### src/rtl/toggle_period_monitor.sv
// toggle_period_monitor: measures rise-to-rise period of sig_in, counts edges and flags a stall.
// Latency: a period sample appears on per_data one cycle after the rise that closes it.
// Backpressure: FWFT sample FIFO; a sample arriving while full with no pop is dropped and overflow sets.

// tpm_fifo: small first-word-fall-through FIFO holding period samples.
// Latency: an entry pushed at clock edge k is visible on head_dat_o in cycle k+1.
// Backpressure: push while full is ignored unless a pop happens in the same cycle.
module tpm_fifo #(
    parameter int unsigned DW    = 16,
    parameter int unsigned DEPTH = 4
) (
    input  logic          clk,
    input  logic          rst,
    input  logic          push_i,
    input  logic [DW-1:0] push_dat_i,
    input  logic          pop_i,
    output logic          full_o,
    output logic          empty_o,
    output logic [DW-1:0] head_dat_o
);
    localparam int unsigned PTR_W = $clog2(DEPTH);
    localparam logic [PTR_W:0] PTR_ONE = (PTR_W + 1)'(1);

    // Pointers carry one extra wrap bit so full and empty are distinguishable.
    logic [PTR_W:0]  wr_ptr_q;
    logic [PTR_W:0]  rd_ptr_q;
    logic [DW-1:0]   mem_q [DEPTH];
    logic            wr_en;
    logic            rd_en;

    assign empty_o = (wr_ptr_q == rd_ptr_q);
    assign full_o  = (wr_ptr_q[PTR_W] != rd_ptr_q[PTR_W]) &&
                     (wr_ptr_q[PTR_W-1:0] == rd_ptr_q[PTR_W-1:0]);

    // A pop on an empty FIFO is meaningless; a push into a full FIFO only
    // lands if the head is leaving in the same cycle.
    assign rd_en = pop_i && !empty_o;
    assign wr_en = push_i && (!full_o || rd_en);

    // Head is forced to zero when nothing is stored so stale data never leaks out.
    assign head_dat_o = empty_o ? '0 : mem_q[rd_ptr_q[PTR_W-1:0]];

    // Pointer update; reset empties the FIFO and discards anything in flight.
    always_ff @(posedge clk or posedge rst) begin
        if (rst) begin
            wr_ptr_q <= '0;
            rd_ptr_q <= '0;
        end else begin
            if (wr_en) begin
                wr_ptr_q <= wr_ptr_q + PTR_ONE;
            end
            if (rd_en) begin
                rd_ptr_q <= rd_ptr_q + PTR_ONE;
            end
        end
    end

    // Storage write; contents are only observable through the pointers, so no reset is needed.
    always_ff @(posedge clk) begin
        if (wr_en) begin
            mem_q[wr_ptr_q[PTR_W-1:0]] <= push_dat_i;
        end
    end
endmodule

module toggle_period_monitor #(
    parameter int unsigned CNT_W      = 16,
    parameter int unsigned TIMEOUT    = 1000,
    parameter int unsigned FIFO_DEPTH = 4
) (
    input  logic             clk,
    input  logic             rst,
    input  logic             en,
    input  logic             sig_in,
    output logic             per_valid,
    input  logic             per_ready,
    output logic [CNT_W-1:0] per_data,
    output logic             stalled,
    output logic             overflow,
    input  logic             clr_ovf,
    output logic [31:0]      toggle_cnt
);
    localparam int unsigned       IDLE_W    = $clog2(TIMEOUT + 1);
    localparam logic [IDLE_W-1:0] IDLE_LAST = IDLE_W'(TIMEOUT - 1);
    localparam logic [IDLE_W-1:0] IDLE_ONE  = IDLE_W'(1);
    localparam logic [CNT_W-1:0]  CNT_ONE   = CNT_W'(1);
    localparam logic [CNT_W-1:0]  CNT_MAX   = '1;

    typedef enum logic [1:0] {
        S_IDLE  = 2'd0,
        S_ARM   = 2'd1,
        S_MEAS  = 2'd2,
        S_STALL = 2'd3
    } state_t;

    state_t            state_q;
    logic              sig_q;
    logic [CNT_W-1:0]  cnt_q;
    logic [IDLE_W-1:0] idle_q;
    logic              stalled_q;
    logic              ovf_q;
    logic [31:0]       tog_q;

    logic              rise;
    logic              edge_w;
    logic [CNT_W-1:0]  cnt_d;
    logic [IDLE_W-1:0] idle_d;
    logic              push;
    logic              pop;
    logic              drop;
    logic              fifo_full;
    logic              fifo_empty;

    // Edges are judged against last cycle's sample of sig_in.
    assign rise   = sig_in & ~sig_q;
    assign edge_w = sig_in ^ sig_q;

    // Period counter saturates so a very slow signal reports the maximum instead of wrapping.
    assign cnt_d  = (cnt_q == CNT_MAX) ? cnt_q : (cnt_q + CNT_ONE);
    assign idle_d = idle_q + IDLE_ONE;

    // Only a rise that closes a full period in MEAS produces a sample.
    assign push = en && (state_q == S_MEAS) && rise;
    assign pop  = per_ready && !fifo_empty;
    assign drop = push && fifo_full && !pop;

    // Delayed copy of sig_in, kept running even while disabled so the first
    // enabled cycle does not see a phantom edge.
    always_ff @(posedge clk or posedge rst) begin
        if (rst) begin
            sig_q <= 1'b0;
        end else begin
            sig_q <= sig_in;
        end
    end

    // Free-running edge counter, wraps naturally at 2^32.
    always_ff @(posedge clk or posedge rst) begin
        if (rst) begin
            tog_q <= '0;
        end else if (en && edge_w) begin
            tog_q <= tog_q + 32'd1;
        end
    end

    // Measurement FSM: period counter, idle (stall) counter and registered stall flag.
    always_ff @(posedge clk or posedge rst) begin
        if (rst) begin
            state_q   <= S_IDLE;
            cnt_q     <= '0;
            idle_q    <= '0;
            stalled_q <= 1'b0;
        end else if (!en) begin
            state_q   <= S_IDLE;
            cnt_q     <= '0;
            idle_q    <= '0;
            stalled_q <= 1'b0;
        end else begin
            case (state_q)
                S_IDLE: begin
                    state_q <= S_ARM;
                    cnt_q   <= '0;
                    idle_q  <= '0;
                end
                S_ARM: begin
                    // First rise only establishes the reference point.
                    if (rise) begin
                        state_q <= S_MEAS;
                        cnt_q   <= CNT_ONE;
                        idle_q  <= '0;
                    end else if (edge_w) begin
                        idle_q <= '0;
                    end else if (idle_q == IDLE_LAST) begin
                        state_q   <= S_STALL;
                        stalled_q <= 1'b1;
                        idle_q    <= idle_d;
                    end else begin
                        idle_q <= idle_d;
                    end
                end
                S_MEAS: begin
                    if (rise) begin
                        cnt_q  <= CNT_ONE;
                        idle_q <= '0;
                    end else begin
                        cnt_q <= cnt_d;
                        if (edge_w) begin
                            idle_q <= '0;
                        end else if (idle_q == IDLE_LAST) begin
                            state_q   <= S_STALL;
                            stalled_q <= 1'b1;
                            idle_q    <= idle_d;
                        end else begin
                            idle_q <= idle_d;
                        end
                    end
                end
                S_STALL: begin
                    // The period spanning the stall is meaningless, so the
                    // recovering rise restarts measurement without a sample.
                    if (rise) begin
                        state_q   <= S_MEAS;
                        cnt_q     <= CNT_ONE;
                        idle_q    <= '0;
                        stalled_q <= 1'b0;
                    end else if (edge_w) begin
                        idle_q <= '0;
                    end
                end
                default: begin
                    state_q <= S_IDLE;
                end
            endcase
        end
    end

    // Sticky overflow; a drop in the same cycle as a clear leaves it set.
    always_ff @(posedge clk or posedge rst) begin
        if (rst) begin
            ovf_q <= 1'b0;
        end else if (drop) begin
            ovf_q <= 1'b1;
        end else if (clr_ovf) begin
            ovf_q <= 1'b0;
        end
    end

    tpm_fifo #(
        .DW    (CNT_W),
        .DEPTH (FIFO_DEPTH)
    ) u_fifo (
        .clk        (clk),
        .rst        (rst),
        .push_i     (push),
        .push_dat_i (cnt_q),
        .pop_i      (pop),
        .full_o     (fifo_full),
        .empty_o    (fifo_empty),
        .head_dat_o (per_data)
    );

    assign per_valid  = !fifo_empty;
    assign stalled    = stalled_q;
    assign overflow   = ovf_q;
    assign toggle_cnt = tog_q;
endmodule

### config.mk
export PLATFORM = sky130hd
export DESIGN_NAME = toggle_period_monitor
export DESIGN_NICKNAME = d
export VERILOG_FILES = /design/src/rtl/toggle_period_monitor.sv
export SDC_FILE = /design/constraint.sdc
export NUM_CORES = 1
export LEC_CHECK = 0
export CAP_MARGIN = 30
export CORE_UTILIZATION = 60
export DETAILED_ROUTE_END_ITERATION = 6
export GPL_TIMING_DRIVEN = 0
export MAX_ROUTING_LAYER = met4
export PLACE_DENSITY = 0.9
export REMOVE_ABC_BUFFERS = 1
export SYNTH_ARGS = -nofsm -noshare
export SYNTH_HDL_FRONTEND = slang
export SYNTH_SLANG_ARGS = --single-unit
export TNS_END_PERCENT = 100
### constraint.sdc
create_clock -name clk -period 6.6 [get_ports clk]
set_clock_uncertainty 0.1 [all_clocks]
set_input_delay 0.99 -clock clk [delete_from_list [all_inputs] [get_ports clk]]
set_output_delay 0.99 -clock clk [all_outputs]
set_load 0.1 [all_outputs]
==> metrics.md <==
| Metric | Value |
|---|---|
| Post-detailed-placement cell area | `0.00674 mm^2` |
| Final cell count without fillers | `684` |
| Final worst-path cycle share | `0.726` |
| Initial antenna violation count | `0` |
| Clk Tree Root Cell | `sky130_fd_sc_hd__clkbuf_8` |
| Top cell type by total area after synthesis | `sky130_fd_sc_hd__edfxtp_1` |
| Power per unit of standard cell area | `411 mW/mm^2` |
| Buffer and inverter count on the worst path | `1` |
| Core Util, Final | `0.745` |
| Crit-path max FO | `19` |
| Total routing resource utilization after global routing | `0.274` |
| CP delay by family, top | `simple AND/OR/NAND/NOR gates` |
| Ys async rst share | `0.519` |
| Share of total power in combinational logic | `0.387` |
| Internal Dissipation | `1720 uW` |
| Count of different cell masters after synthesis | `49` |
| Post-synth top flop | `sky130_fd_sc_hd__dfrtp_1` |
| Gr ovfl total | `0` |
| Gate count after technology mapping | `474` |
| Layout filler cell count | `594` |
| Area grow syn2layout | `20.7%` |
| Maximum vdd ir drop | `0.398 mV` |
| Number of vias per cell | `6.04` |
| Switching part of the total power | `0.424` |
| Final sum of negative setup slack | `0 ps` |
| Switching power | `1270 uW` |
| CORE AREA | `0.00977 mm^2` |
| Run status | `finished clean` |
| Max capacitance violation total | `0` |
| Slowest cell on the critical path | `sky130_fd_sc_hd__clkdlybuf4s50_1` |
| Post_cts resized | `0` |
| Maximum level of the CTS H-tree | `4` |
| Count of inserted antenna diode cells | `0` |
| Maximum buffer depth of the clock tree | `2` |
| Die area | `0.0105 mm^2` |
| DRT iter0 DRCs | `240` |
| Count of TritonRoute iterations in the first routing pass | `7` |
| Fraction of power consumed by sequential logic | `0.324` |
| First-pass GRT wire length | `20200 um` |
| Number of buffers created by CTS | `17` |
| Post-CTS Setup Bufs | `0` |
| Worst Max-Slew Pin Slew | `990 ps` |
| Area share of the leading cell type in the synthesized netlist | `0.319` |
| Fraction of the yosys area taken by sequential cells | `0.605` |
| Combined area of all synthesized cells | `0.00603 mm^2` |
| Row count | `36` |
| Worst endpoint data arrival time | `3700 ps` |
| Worst max-slew margin expressed relative to the limit | `0.338` |
| Count of antenna-violating nets left after detailed routing | `0` |
| Fraction of final layout cells sized beyond drive strength 1 | `0.105` |
| Mean cell area of the mapped netlist | `12.7 um^2` |
| Clock latency on the worst-skew pair | `520 ps` |
| CP required | `5510 ps` |
| Leakage power of the design | `0.00273 uW` |
| Number of sinks on the clock net | `133` |
| Largest net degree at the start of global routing | `70` |
| Ports placed on the boundary | `57` |
| Starting density of the core | `0.617` |
| Post-Route WL | `12800 um` |
| Endpoints failing setup | `0` |
| Proportion of power drawn by the clock network | `0.288` |
| Flip-flop and latch count after synthesis | `133` |
| Max-slew violation count | `0` |
| Via count of the first global-routing pass | `4090` |
| Via count | `4131` |
| Yosys warning count | `0` |
| Kind of critical path | `flip-flop to primary output` |
| Die height | `102 um` |
| Final design instance area without fill | `0.00728 mm^2` |
| Drc violations | `0` |
| Post-synth EDFFs | `64` |
| Nature of the critical path startpoint | `flip-flop` |
| Clock transition time at the flip-flop clock pins of the worst setup and hold paths | `60 ps` |
| Placed wire-length estimate after detailed placement | `7760 um` |
| Highest cell delay on the worst timing path | `980 ps` |
| Hold Slack | `369 ps` |
| Number of placed cells counting well taps | `652` |
| Setup repair after global routing missed its margin | `false` |
| DIE WIDTH | `102 um` |
| Crit path capture type | `primary output` |
| Nets | `558` |
| Dominant cells by area after synthesis | `sky130_fd_sc_hd__edfxtp_1 (32%), sky130_fd_sc_hd__dfrtp_1 (29%), sky130_fd_sc_hd__mux4_2 (6.0%)` |
| Mean routed wirelength per cell | `18.7 um` |
| Class of the tightest hold or removal check | `flip-flop to flip-flop` |
| Hold Fails Final Rpt | `0` |
| TritonCTS clock tree | `built` |
| Weighted congestion at the end of routability-driven global placement | `0.908` |
| Number of buffer cells added on primary ports | `56` |
| CTS Hold Bufs | `0` |
| Ordered cell list for the critical path | `xnor2_1, nand3_1, and2_1, clkdlybuf4s50_1` |
| Achievable clock frequency | `0.209 GHz` |
| Tmin final | `4790 ps` |
[metrics by stage]
stage | power, uW | setup slack, ps
2_1_floorplan | 1870 | 2520
3_3_place_gp | 2100 | 2170
3_5_place_dp | 2140 | 2330
4_1_cts | 3010 | 1760
5_1_grt | 3090 | 1650
6_report | 2990 | 1810
[power by group through the flow]
stage                     Clock, uW  Sequential, uW  Combinational, uW
after floorplan                   0            1100                773
after global placement            0            1000               1100
after detailed placement          0             985               1160
after CTS                       872             972               1170
after global routing            906             978               1210
final                           863             971               1160
[metal layers]
metal | global-route usage | share of wire
met1 | 0.323 | 0.40
met5 | - | 0
met3 | 0.0663 | 0.055
met4 | 0.126 | 0.022
met2 | 0.446 | 0.52
[area by class of cell]
cell class / instances / area (um^2) / area share
timing repair buffer: 57 / 588 / 0.0808
multi-input combinational: 319 / 2300 / 0.315
sequential: 133 / 3650 / 0.501
clock buffer: 19 / 432 / 0.0593
inverter: 10 / 40.0 / 0.00550
clock inverter: 13 / 109 / 0.0150
tap: 133 / 166 / 0.0229
[flip-flops by register name (all words and copies together), names as in the netlist, 2 cells and up]
register,flops
cnt_q,16
idle_q,10
state_q,2
toggle_cnt,32
u_fifo.mem_q,64
u_fifo.rd_ptr_q,3
u_fifo.wr_ptr_q,3
[cells by family after synthesis]
group | share of synthesized area
AO/OA/AOI/OAI | 0.0713
AND/OR/NAND/NOR | 0.156
XOR/XNOR | 0.0566
adder cells (fa/ha/maj) | 0.0290
multiplexers | 0.0672
flip-flops | 0.605
buffers and inverters | 0.0147
[cells in the mapped netlist (all sizes together), types with 9 or more instances]
master / n
xor2: 9
edfxtp: 64
nand3: 26
inv: 10
dfrtp: 69
nand2: 48
xnor2: 30
o21ai: 17
a21oi: 12
nor2: 31
mux4: 16
ha: 14
a31oi: 13
and2: 24
[placed cells by master, fill, tap and decap left out, types with 5 or more instances in the layout]
master,n
sky130_fd_sc_hd__clkinv_2,5
sky130_fd_sc_hd__inv_1,9
sky130_fd_sc_hd__nor3_1,5
sky130_fd_sc_hd__o21ai_0,14
sky130_fd_sc_hd__and2_1,22
sky130_fd_sc_hd__nor2_1,31
sky130_fd_sc_hd__nand2_1,47
sky130_fd_sc_hd__nand3_1,26
sky130_fd_sc_hd__xnor2_1,30
sky130_fd_sc_hd__clkdlybuf4s50_1,56
sky130_fd_sc_hd__mux4_2,16
sky130_fd_sc_hd__a22oi_1,5
sky130_fd_sc_hd__a21oi_1,12
sky130_fd_sc_hd__ha_1,14
sky130_fd_sc_hd__nor2b_1,6
sky130_fd_sc_hd__dfrtp_1,69
sky130_fd_sc_hd__a31oi_1,13
sky130_fd_sc_hd__xor2_1,9
sky130_fd_sc_hd__clkbuf_16,16
sky130_fd_sc_hd__nand4_1,6
sky130_fd_sc_hd__and3_1,7
sky130_fd_sc_hd__o31ai_1,6
sky130_fd_sc_hd__edfxtp_1,64
[worst paths after layout]
kind / slack, ps / to / cells after the start / start
max in group asynchronous: 4950 / cnt_q[10] / 2 / rst
setup / recovery: 1810 / per_data[15] / 4 / u_fifo.rd_ptr_q[1]
hold / removal: 370 / toggle_cnt[31] / 1 / toggle_cnt[31]
setup reg to reg: 3580 / u_fifo.mem_q[3][6] / 5 / u_fifo.rd_ptr_q[1]
min in group asynchronous: 910 / toggle_cnt[12] / 2 / rst
hold reg to reg: 370 / toggle_cnt[31] / 1 / toggle_cnt[31]
No activity file was read; power rests on OpenSTA's default activity.
